$ cat config.mk
export PLATFORM = sky130hd
export DESIGN_NAME = tpu_host_seq
export DESIGN_NICKNAME = d
export VERILOG_FILES = /design/src/rtl/tpu_host_seq.sv
export SDC_FILE = /design/constraint.sdc
export NUM_CORES = 1
export LEC_CHECK = 0
export CORE_ASPECT_RATIO = 0.7
export CORE_MARGIN = 4
export CORE_UTILIZATION = 55
export DETAILED_ROUTE_END_ITERATION = 10
export PLACE_DENSITY = 0.85
export SLEW_MARGIN = 15
export SYNTH_ARGS = -nofsm -noshare
export SYNTH_HDL_FRONTEND = slang
export SYNTH_SLANG_ARGS = --single-unit
$ cat constraint.sdc
create_clock -name clk -period 7.9 [get_ports clk]
set_input_delay 1.58 -clock clk [delete_from_list [all_inputs] [get_ports clk]]
set_output_delay 1.58 -clock clk [all_outputs]
set_load 0.005 [all_outputs]
$ cat src/rtl/tpu_host_seq.sv
// Host-side sequencer for the TPU pin bus.
// Takes one 2x2 int8 matmul job, streams the weight and activation bytes,
// pulses start, waits for done, reads the 8 result bytes back, and returns
// four int16 results over a valid/ready handshake.
// Every output comes straight from a flop. Each output's next value is decoded
// from the next state, so a pin changes on the same edge as the state.
module tpu_host_seq #(
   parameter int TIMEOUT_CYCLES = 255
) (
   input  logic        clk,
   input  logic        rst,
   input  logic        job_valid,
   output logic        job_ready,
   input  logic [31:0] job_w,
   input  logic [31:0] job_a,
   output logic        res_valid,
   input  logic        res_ready,
   output logic [63:0] res_data,
   output logic        err_timeout,
   output logic        busy,
   output logic [7:0]  pin_ui,
   output logic        pin_load,
   output logic        pin_sel,
   output logic        pin_start,
   output logic        pin_rd_adv,
   input  logic [7:0]  pin_uo,
   input  logic        pin_done
);

   localparam logic [15:0] TIMEOUT_LIMIT = 16'(TIMEOUT_CYCLES);

   typedef enum logic [2:0] {
      IDLE,
      LOAD_W,
      LOAD_A,
      START,
      WAIT_DONE,
      READ,
      RESP
   } state_t;

   state_t      state_reg, state_next;
   logic [15:0] cnt_reg, cnt_next, cnt_inc;
   logic [31:0] w_reg, w_next, a_reg, a_next;
   logic [31:0] w_src;
   logic [7:0]  w_byte [4];
   logic [7:0]  a_byte [4];
   logic [63:0] res_data_reg, res_data_next;
   logic [7:0]  capture_en;

   logic        job_ready_reg, job_ready_next;
   logic        busy_reg, busy_next;
   logic        res_valid_reg, res_valid_next;
   logic        err_reg, err_next;
   logic [7:0]  pin_ui_reg, pin_ui_next;
   logic        pin_load_reg, pin_load_next;
   logic        pin_sel_reg, pin_sel_next;
   logic        pin_start_reg, pin_start_next;
   logic        pin_rd_adv_reg, pin_rd_adv_next;

   assign cnt_inc = cnt_reg + 16'd1;

   // The first weight byte goes out on the accept edge itself, before w_reg
   // has been loaded. So while in IDLE the bytes come from the input bus.
   assign w_src = (state_reg == IDLE) ? job_w : w_reg;

   generate
      for (genvar gi = 0; gi < 4; gi++) begin : g_job_bytes
         assign w_byte[gi] = w_src[8*gi +: 8];
         assign a_byte[gi] = a_reg[8*gi +: 8];
      end
      // READ alternates sample and advance cycles.
      // Even counts sample byte cnt/2 into its lane of the result.
      for (genvar gi = 0; gi < 8; gi++) begin : g_res_bytes
         assign capture_en[gi] = (state_reg == READ) && !cnt_reg[0] && (cnt_reg[3:1] == 3'(gi));
         assign res_data_next[8*gi +: 8] = capture_en[gi] ? pin_uo : res_data_reg[8*gi +: 8];
      end
   endgenerate

   // Next-state logic: sequencing, the per-phase counter and the timeout abort.
   always_comb begin
      state_next = state_reg;
      cnt_next   = cnt_reg;
      w_next     = w_reg;
      a_next     = a_reg;
      err_next   = 1'b0;
      case (state_reg)
         IDLE: begin
            if (job_valid) begin
               w_next     = job_w;
               a_next     = job_a;
               cnt_next   = 16'd0;
               state_next = LOAD_W;
            end
         end
         LOAD_W: begin
            if (cnt_reg == 16'd3) begin
               cnt_next   = 16'd0;
               state_next = LOAD_A;
            end else begin
               cnt_next = cnt_inc;
            end
         end
         LOAD_A: begin
            if (cnt_reg == 16'd3) begin
               cnt_next   = 16'd0;
               state_next = START;
            end else begin
               cnt_next = cnt_inc;
            end
         end
         START: begin
            cnt_next   = 16'd0;
            state_next = WAIT_DONE;
         end
         WAIT_DONE: begin
            // Done is checked first, so it wins on the final timeout cycle.
            if (pin_done) begin
               cnt_next   = 16'd0;
               state_next = READ;
            end else if (cnt_inc == TIMEOUT_LIMIT) begin
               cnt_next   = 16'd0;
               err_next   = 1'b1;
               state_next = IDLE;
            end else begin
               cnt_next = cnt_inc;
            end
         end
         READ: begin
            if (cnt_reg == 16'd15) begin
               cnt_next   = 16'd0;
               state_next = RESP;
            end else begin
               cnt_next = cnt_inc;
            end
         end
         RESP: begin
            if (res_ready) begin
               state_next = IDLE;
            end
         end
         default: state_next = IDLE;
      endcase
   end

   // Output decode from the next state, so the registered pins line up with the state.
   always_comb begin
      job_ready_next  = (state_next == IDLE);
      busy_next       = (state_next != IDLE);
      pin_load_next   = (state_next == LOAD_W) || (state_next == LOAD_A);
      pin_sel_next    = (state_next == LOAD_A);
      pin_start_next  = (state_next == START);
      res_valid_next  = (state_next == RESP);
      // The last slot of READ carries no advance, because no byte follows it.
      pin_rd_adv_next = (state_next == READ) && cnt_next[0] && (cnt_next != 16'd15);
      pin_ui_next     = 8'h00;
      if (state_next == LOAD_W) begin
         pin_ui_next = w_byte[cnt_next[1:0]];
      end else if (state_next == LOAD_A) begin
         pin_ui_next = a_byte[cnt_next[1:0]];
      end
   end

   // State, job latches, result register and all registered outputs.
   always_ff @(posedge clk) begin
      if (rst) begin
         state_reg      <= IDLE;
         cnt_reg        <= 16'd0;
         w_reg          <= 32'd0;
         a_reg          <= 32'd0;
         res_data_reg   <= 64'd0;
         job_ready_reg  <= 1'b1;
         busy_reg       <= 1'b0;
         res_valid_reg  <= 1'b0;
         err_reg        <= 1'b0;
         pin_ui_reg     <= 8'h00;
         pin_load_reg   <= 1'b0;
         pin_sel_reg    <= 1'b0;
         pin_start_reg  <= 1'b0;
         pin_rd_adv_reg <= 1'b0;
      end else begin
         state_reg      <= state_next;
         cnt_reg        <= cnt_next;
         w_reg          <= w_next;
         a_reg          <= a_next;
         res_data_reg   <= res_data_next;
         job_ready_reg  <= job_ready_next;
         busy_reg       <= busy_next;
         res_valid_reg  <= res_valid_next;
         err_reg        <= err_next;
         pin_ui_reg     <= pin_ui_next;
         pin_load_reg   <= pin_load_next;
         pin_sel_reg    <= pin_sel_next;
         pin_start_reg  <= pin_start_next;
         pin_rd_adv_reg <= pin_rd_adv_next;
      end
   end

   assign job_ready   = job_ready_reg;
   assign busy        = busy_reg;
   assign res_valid   = res_valid_reg;
   assign res_data    = res_data_reg;
   assign err_timeout = err_reg;
   assign pin_ui      = pin_ui_reg;
   assign pin_load    = pin_load_reg;
   assign pin_sel     = pin_sel_reg;
   assign pin_start   = pin_start_reg;
   assign pin_rd_adv  = pin_rd_adv_reg;

endmodule

==> results_dict.tcl, run 1 <==
set metrics [dict create \
    status "complete, no violations" \
    drt-vias-per-instance 5.93 \
    worstPathCellList "ha_1, nand3_2, xor2_1, nor4b_1, o2111ai_1, nor3_2, o32a_1, mux4_2, a22o_1, a31o_1" \
    path_class "reg2reg" \
    dpl.hpwl_mm 14.8 \
    synthCells 832 \
    setup-tns-final_ns 0 \
    largest_register_ffs 64 \
    cts_max_level 4 \
    final_net_count 1028 \
    finalCritPeriodShare 0.553 \
    p_sw_mw 0.505 \
    maxCapViolations 0 \
    placed_area_um2 8860 \
    crit_path_end_kind "flip-flop" \
    synth_top_area_frac 0.445 \
    period_minus_slack_ns 4.37 \
    setup_viol 0 \
    setup_ws_ns 3.53 \
    power_density_nw_per_um2 203 \
    synth_top_flop_cell "dfxtp_1" \
    clk_latency_ns 0.43 \
    fillerInstances 903 \
    power.leakage_nw 3.61 \
    cts_num_sinks 163 \
    cts_tree "done" \
    arrival_ns 4.69 \
    pre_cts_slack_ns 3.10 \
    vdd_drop_max_uv 128 \
    drc 0 \
    syn_area_per_cell_um2 8.82 \
    die_h_um 105 \
    fp.coreArea_um2 12700 \
    clockPowerShare 0.446 \
    cts_root_buffer "clkbuf_16" \
    port_buffers 156 \
    skew_ns 0.0138 \
    yosys-top-cells-area "dfxtp_1 (44%), mux2i_1 (11%), nand2_1 (8.4%), a21oi_1 (5.7%), nor2_1 (4.7%)" \
    yosysWarnings 0 \
    synth-edff-count 0 \
    postCtsResizedCells 0 \
    async_flop_share 0 \
    antenna_left 0 \
    fp.dieArea_um2 15300 \
    cts.clk_slew.worst_paths_ns 0.07 \
    die_w_um 146 \
    max_freq_mhz 229 \
    synth-seq-cells 163 \
    yosysMostFrequentCell "nand2_1" \
    slowest_stage "o32a_1" \
    grt_setup_unrepaired "false" \
    cts_buffer_depth 2 \
    hold_viol_final 0 \
    combPwrFrac 0.105 \
    tightest_slew_ns 1.22 \
    grt_pass1_wl_mm 34.5 \
    postCtsHoldBufs 0 \
    postCtsSetupBuffers 0 \
    cp-start-kind "flip-flop" \
    slew_headroom 0.183 \
    hp-class "reg2reg" \
    drive_gt1_frac 0.0770 \
    io_pins 157 \
    gr-total-overflow 0 \
    first_global_vias 6316 \
    numCtsBuffers 17 \
    synth_top_cell_by_area "dfxtp_1" \
    start_util 0.577 \
    sw_frac_of_total 0.261 \
    holdWs_ns 0.453 \
    antennaDiodeCount 0 \
    p_int_mw 1.43 \
    gp_congestion 0.939 \
    synth_area_um2 7330 \
    firstDrtPassIters 5 \
    syn-num-nets 911 \
    path_max_fanout 26 \
    maxSlewViolCount 0 \
    seq_power_share 0.449 \
    grt_antenna_before_repair 0 \
    detail_route.iter0.violations 592 \
    synth_common_cells "nand2_1 (165), dfxtp_1 (163), nor2_1 (92)" \
    wl_mm 21.7 \
    grt_max_degree 79 \
    max_stage_delay_ns 0.99 \
    synth.distinct_cells 67 \
    ys_seq_area_frac 0.445 \
    num_rows 34 \
    final_area_um2 9510 \
    wl_per_cell_um 19.3 \
    area_growth_pct 29.6 \
    required_ns 8.22 \
    via_count 6661 \
    grt_use_total 0.280 \
]
[worst paths after layout]
check                           startpoint         to  slack (ns)  cells past startpoint
worst max-delay path            cnt_reg[1]  pin_ui[2]        3.53                     10
worst min register to register   w_reg[23]  w_reg[23]        0.45                      2
worst max register to register  cnt_reg[1]  pin_ui[2]        3.53                     10
worst min-delay path             w_reg[23]  w_reg[23]        0.45                      2
[layout by cell type, fill, tap and decap left out, types with 3 or more instances in the layout]
| master | synthesis | routed |
|---|---|---|
| nor3_2 | 5 | 4 |
| a21oi_1 | 84 | 84 |
| o21ai_0 | 19 | 19 |
| nor2b_1 | 4 | 4 |
| nand2b_1 | 6 | 6 |
| nand4_1 | 5 | 5 |
| nand3b_1 | 4 | 4 |
| nor4_2 | 3 | 3 |
| a22oi_1 | 6 | 6 |
| nor2_1 | 92 | 92 |
| a22o_1 | 7 | 7 |
| and2_1 | 4 | 3 |
| mux4_2 | 13 | 13 |
| nand2_1 | 165 | 164 |
| clkbuf_16 | 0 | 17 |
| o21ai_1 | 5 | 5 |
| inv_1 | 6 | 6 |
| inv_6 | 0 | 4 |
| mux4_1 | 3 | 3 |
| nand3_1 | 13 | 13 |
| clkdlybuf4s50_1 | 0 | 155 |
| buf_4 | 0 | 4 |
| nor3_1 | 11 | 11 |
| dfxtp_1 | 163 | 163 |
| or3_1 | 9 | 9 |
| and3_1 | 5 | 5 |
| a31o_1 | 7 | 7 |
| mux2i_1 | 80 | 80 |
| inv_8 | 0 | 4 |
[cell type report]
| cell class | count | area, µm² | area share |
|---|---|---|---|
| multi-input cells | 599 | 3790 | 0.399 |
| inverters | 7 | 26.3 | 0.00276 |
| repair buffers | 161 | 1610 | 0.169 |
| clock buffers | 17 | 425 | 0.0447 |
| clock inverters | 14 | 189 | 0.0199 |
| well taps | 162 | 203 | 0.0213 |
| flip-flops and latches | 163 | 3260 | 0.343 |
[through the flow]
stage | cells | util | total power, mW
2_1_floorplan | 832 | - | 0.997
3_3_place_gp | 1090 | 0.696 | 1.08
3_5_place_dp | 1090 | 0.696 | 1.08
4_1_cts | 1121 | 0.745 | 1.93
5_1_grt | 1123 | 0.747 | 1.99
6_report | 1123 | 0.747 | 1.93
[critical path: cells and delay by family (launching register included)]
kind,cells,cell delay (ns)
DFF,1,0.63
xor gates and xnor gates,1,0.23
muxes,1,0.47
and+or+nand+nor,3,0.74
adders and majority gates,1,0.48
AOI/OAI and AO/OA,4,1.71
[metal layers]
layer	GRT usage	vias up	wire (µm)
met5	0	-	0
met4	0.0711	0	455
met3	0.0844	38	2280
met2	0.406	349	9190
met1	0.409	3157	9770
li1	-	3117	-
[logic make-up after synthesis]
group                      Yosys count  share of synthesized area
DFF                                163                      0.445
muxes                               96                      0.160
buffers and inverters               70                     0.0430
adders and majority gates            2                    0.00341
and+or+nand+nor                    342                      0.213
AOI/OAI and AO/OA                  156                      0.132
xor gates and xnor gates             3                    0.00358
[power by group through the flow]
stage	Combinational (mW)	Sequential (mW)	Clock [mW]
after detailed placement	0.195	0.885	0
after global placement	0.192	0.885	0
after floorplan	0.121	0.876	0
after global routing	0.219	0.869	0.897
final	0.202	0.868	0.861
after CTS	0.197	0.866	0.868
Note: power is estimated with default switching activity, not from simulation.
==> run 2, diff against run 1 <==
--- a/config.mk
+++ b/config.mk
@@ -7,9 +7,9 @@
 export LEC_CHECK = 0
 export CORE_ASPECT_RATIO = 0.7
 export CORE_MARGIN = 4
-export CORE_UTILIZATION = 55
+export CORE_UTILIZATION = 46
 export DETAILED_ROUTE_END_ITERATION = 10
-export PLACE_DENSITY = 0.85
+export PLACE_DENSITY = 0.76
 export SLEW_MARGIN = 15
 export SYNTH_ARGS = -nofsm -noshare
 export SYNTH_HDL_FRONTEND = slang
==> constraint.sdc (replaced) <==
create_clock -name clk -period 3.54 [get_ports clk]
set_input_delay 0.708 -clock clk [delete_from_list [all_inputs] [get_ports clk]]
set_output_delay 0.708 -clock clk [all_outputs]
set_load 0.005 [all_outputs]
==> results_dict.tcl, run 2 (synthesis gave the netlist of run 1 again) <==
set metrics [dict create \
    gp_congestion 0.958 \
    num_rows 38 \
    drc 0 \
    r2r_cells 11 \
    status "complete, no violations" \
    firstDrtPassIters 5 \
    required_ns 3.85 \
    fp.dieArea_um2 18100 \
    pre_cts_slack_ns 0.202 \
    postCtsSetupBuffers 0 \
    cts_tree "done" \
    setup_ws_ns 0.199 \
    placed_area_um2 9050 \
    postCtsHoldBufs 0 \
    utilization 0.620 \
    grt_setup_unrepaired "false" \
    final_net_count 1043 \
    wl_per_cell_um 17.7 \
    grt_busiest_layer "met1" \
    skew_ns 0.0107 \
    postCtsResizedCells 0 \
    area_growth_pct 31.5 \
    cts.clk_slew.worst_paths_ns 0.07 \
    via_count 6547 \
    tightest_slew_ns 0.876 \
    port_buffers 156 \
    wl_mm 20.8 \
    hold_path_depth 2 \
    vdd_drop_max_uv 288 \
    dpl.hpwl_mm 15.1 \
    antennaDiodeCount 0 \
    final_common_cell "nand2_1" \
    path_max_fanout 26 \
    cts_num_sinks 163 \
    cp-start-kind "flip-flop" \
    setup-tns-final_ns 0 \
    largest_register_ffs 64 \
    cts_max_level 4 \
    numCtsBuffers 17 \
    grt_max_degree 65 \
    maxCapViolations 0 \
    power.leakage_nw 3.66 \
    max_freq_mhz 299 \
    path_class "reg2reg" \
    die_h_um 114 \
    detail_route.iter0.violations 601 \
    maxSlewViolCount 0 \
    antenna_left 0 \
    cts_root_buffer "clkbuf_16" \
    clk_latency_ns 0.41 \
    grt_antenna_before_repair 0 \
    grt_pass1_wl_mm 33.3 \
    finalCritPeriodShare 0.944 \
    gr-total-overflow 0 \
    first_global_vias 6184 \
    met2_usage 0.319 \
    met1_usage 0.349 \
    slew_headroom 0.413 \
    final_area_um2 9640 \
    die_w_um 159 \
    arrival_ns 3.65 \
    grt_use_total 0.226 \
    power_density_nw_per_um2 434 \
    drt-vias-per-instance 5.56 \
    io_pins 157 \
    layout_common_cells "nand2_1 (164), dfxtp_1 (162), clkdlybuf4s50_1 (155), nor2_1 (91), a21oi_1 (84)" \
    hold_viol_final 0 \
    grt_use_met3 0.0448 \
    hp-class "reg2reg" \
    setup_viol 0 \
    fp.coreArea_um2 15500 \
    drive_gt1_frac 0.0962 \
    start_util 0.472 \
    crit_path_end_kind "flip-flop" \
    period_minus_slack_ns 3.34 \
    cts_buffer_depth 2 \
    fillerInstances 1309 \
]
## run 2: cell count changes in the layout (fill, tap and decap cells not counted), moves of 2 or more
cell / previous run / this run
buf_4: 4 / 20
clkinv_4: 1 / 4
buf_8: 2 / 0
clkinv_8: 2 / 0
inv_8: 4 / 2
## run 2: final timing paths
path | from | end | slack, ns
setup / recovery | cnt_reg[0] | pin_ui[2] | 0.20
hold / removal | w_reg[14] | w_reg[14] | 0.45
setup reg to reg | cnt_reg[0] | pin_ui[2] | 0.20
hold reg to reg | w_reg[14] | w_reg[14] | 0.45
## run 2: area by class of cell
cell class / instances / area, µm² / area share
timing repair buffer: 176 / 1720 / 0.179
tap: 200 / 250 / 0.0260
clock buffer: 18 / 429 / 0.0445
sequential: 163 / 3260 / 0.339
clock inverter: 14 / 143 / 0.0148
inverter: 7 / 26.3 / 0.00273
multi-input combinational: 599 / 3810 / 0.395
## run 2: power breakdown
part	internal, mW	total, mW	switching [mW]
Clock	0.990	1.79	0.798
Combinational	0.222	0.466	0.244
Sequential	1.89	1.93	0.0340
## run 2: stage by stage
stage	std cells	hold WS, ns	power (mW)
6_report	1177	0.452	4.18
5_1_grt	1177	0.473	4.34
4_1_cts	1177	0.454	4.21
3_5_place_dp	1145	0.443	2.43
3_3_place_gp	1145	0.439	2.42
2_1_floorplan	832	0.432	2.23
## run 2: metal layers
metal	wire (µm)	share of wire
met5	0	0
met4	313	0.015
met3	1320	0.064
met2	8750	0.42
met1	10400	0.50
## run 2: worst max-delay path, stage by stage (launching register included)
cell and delay [ns]:
dfxtp_1 0.48, ha_2 0.33, nand3_2 0.14, xor2_1 0.19, nor4b_1 0.36, o2111ai_2 0.28
nor3_2 0.25, o32a_1 0.22, buf_12 0.20, mux4_2 0.36, a22o_1 0.25, a31o_1 0.18
==> run 3, diff against run 2 <==
--- a/config.mk
+++ b/config.mk
@@ -7,10 +7,10 @@
 export LEC_CHECK = 0
 export CORE_ASPECT_RATIO = 0.7
 export CORE_MARGIN = 4
-export CORE_UTILIZATION = 46
+export CORE_UTILIZATION = 30
 export DETAILED_ROUTE_END_ITERATION = 10
-export PLACE_DENSITY = 0.76
 export SLEW_MARGIN = 15
 export SYNTH_ARGS = -nofsm -noshare
 export SYNTH_HDL_FRONTEND = slang
 export SYNTH_SLANG_ARGS = --single-unit
+export TNS_END_PERCENT = 100
==> results_dict.tcl, run 3 (synthesis gave the netlist of run 1 again) <==
set metrics [dict create \
    status "complete, no violations" \
    power_density_nw_per_um2 434 \
    dpl.hpwl_mm 16.2 \
    slew_headroom 0.576 \
    largest_register_ffs 64 \
    top_layer_used "met4" \
    postCtsHoldBufs 0 \
    die_w_um 195 \
    drc 0 \
    die_h_um 139 \
    num_rows 47 \
    pre_cts_slack_ns 0.266 \
    skew_ns 0.0180 \
    wl_per_cell_um 17.4 \
    setup_viol 0 \
    met1Wirelength_mm 11.3 \
    arrival_ns 3.72 \
    antennaDiodeCount 0 \
    finalCritPeriodShare 0.957 \
    setup-tns-final_ns 0 \
    drt-vias-per-instance 4.92 \
    via_count 6401 \
    cts_tree "done" \
    met2RoutedLength_mm 9.86 \
    antenna_left 0 \
    setup_ws_ns 0.153 \
    path_max_fanout 14 \
    grt_setup_unrepaired "false" \
    drive_gt1_frac 0.0977 \
    maxSlewViolCount 0 \
    grt_use_total 0.165 \
    max_stage_delay_ns 0.64 \
    cts_max_level 4 \
    cts_num_sinks 163 \
    crit_path_end_kind "flip-flop" \
    firstDrtPassIters 7 \
    port_buffers 156 \
    slowest_stage "dfxtp_1" \
    fp.coreArea_um2 23800 \
    first_global_vias 6076 \
    start_util 0.308 \
    report.power.total_mw 4.29 \
    required_ns 3.88 \
    detail_route.iter0.violations 474 \
    hold_viol_final 0 \
    hp-class "reg2reg" \
    met3WireLength_mm 1.28 \
    final_net_count 1049 \
    cts_root_buffer "clkbuf_16" \
    final_common_cell "nand2_1" \
    utilization 0.415 \
    max_freq_mhz 295 \
    cp-start-kind "flip-flop" \
    postCtsResizedCells 0 \
    gp_congestion 0.859 \
    gr-total-overflow 0 \
    path_class "reg2reg" \
    grt_antenna_before_repair 0 \
    layout_common_cells "nand2_1 (164), dfxtp_1 (163), clkdlybuf4s50_1 (155), nor2_1 (92), a21oi_1 (84)" \
    numCtsBuffers 17 \
    fp.dieArea_um2 27100 \
    vdd_drop_max_uv 332 \
    period_minus_slack_ns 3.39 \
    cts_buffer_depth 2 \
    grt_pass1_wl_mm 35.8 \
    path_buf_inv 2 \
    wl_mm 22.6 \
    clk_latency_ns 0.44 \
    tightest_slew_ns 0.633 \
    power.leakage_nw 3.73 \
    grt_max_degree 65 \
    io_pins 157 \
    maxCapViolations 0 \
    path_delay_family "compound AO/OA/AOI/OAI gates" \
    postCtsSetupBuffers 0 \
    area_growth_pct 34.9 \
    cts.clk_slew.worst_paths_ns 0.08 \
    worstPathCellList "nand3_4, nor2_1, a211oi_1, o2111ai_1, nor4_2, buf_4, o31ai_4, buf_12, mux2i_1, nand2_1, a31o_1" \
]
run 3: layout make-up:
type | instances | area [µm²]
inverter | 7 | 26.3
tap | 318 | 398
clock buffer | 17 | 425
clock inverter | 15 | 189
sequential | 163 | 3260
fill | 2369 | 13900
multi-input combinational | 599 | 3780
timing repair buffer | 182 | 1800
run 3: worst min-delay path: stages (launching register included):
cell,delay [ns]
dfxtp_1,0.31
nand2_1,0.05
a21oi_1,0.05
run 3: through the flow:
step / cells / instance area, µm² / hold slack, ns
finish: 1301 / 9890 / 0.453
CTS: 1301 / 9890 / 0.457
global route: 1301 / 9890 / 0.477
detailed placement: 1269 / 9280 / 0.447
floorplan: 832 / 7330 / 0.432
global placement: 1269 / 9280 / 0.438
run 3: power breakdown:
part | switching, mW | internal [mW] | leakage [nW]
sequential | 0.0353 | 1.89 | 1.33
clock | 0.875 | 1.01 | 0.293
combinational | 0.248 | 0.231 | 2.11
run 3: worst paths after layout:
kind / from / to / slack, ns / cells past startpoint
worst min-delay path: w_reg[8] / w_reg[8] / 0.45 / 2
worst min register to register: w_reg[8] / w_reg[8] / 0.45 / 2
worst max-delay path: cnt_reg[3] / pin_ui[2] / 0.15 / 11
worst max register to register: cnt_reg[3] / pin_ui[2] / 0.15 / 11
run 3: layer usage:
metal / GRT usage / vias to the layer above
li1: - / 3164
met1: 0.250 / 3041
met2: 0.238 / 179
met3: 0.0396 / 17
met4: 0.0360 / 0
met5: 0 / -
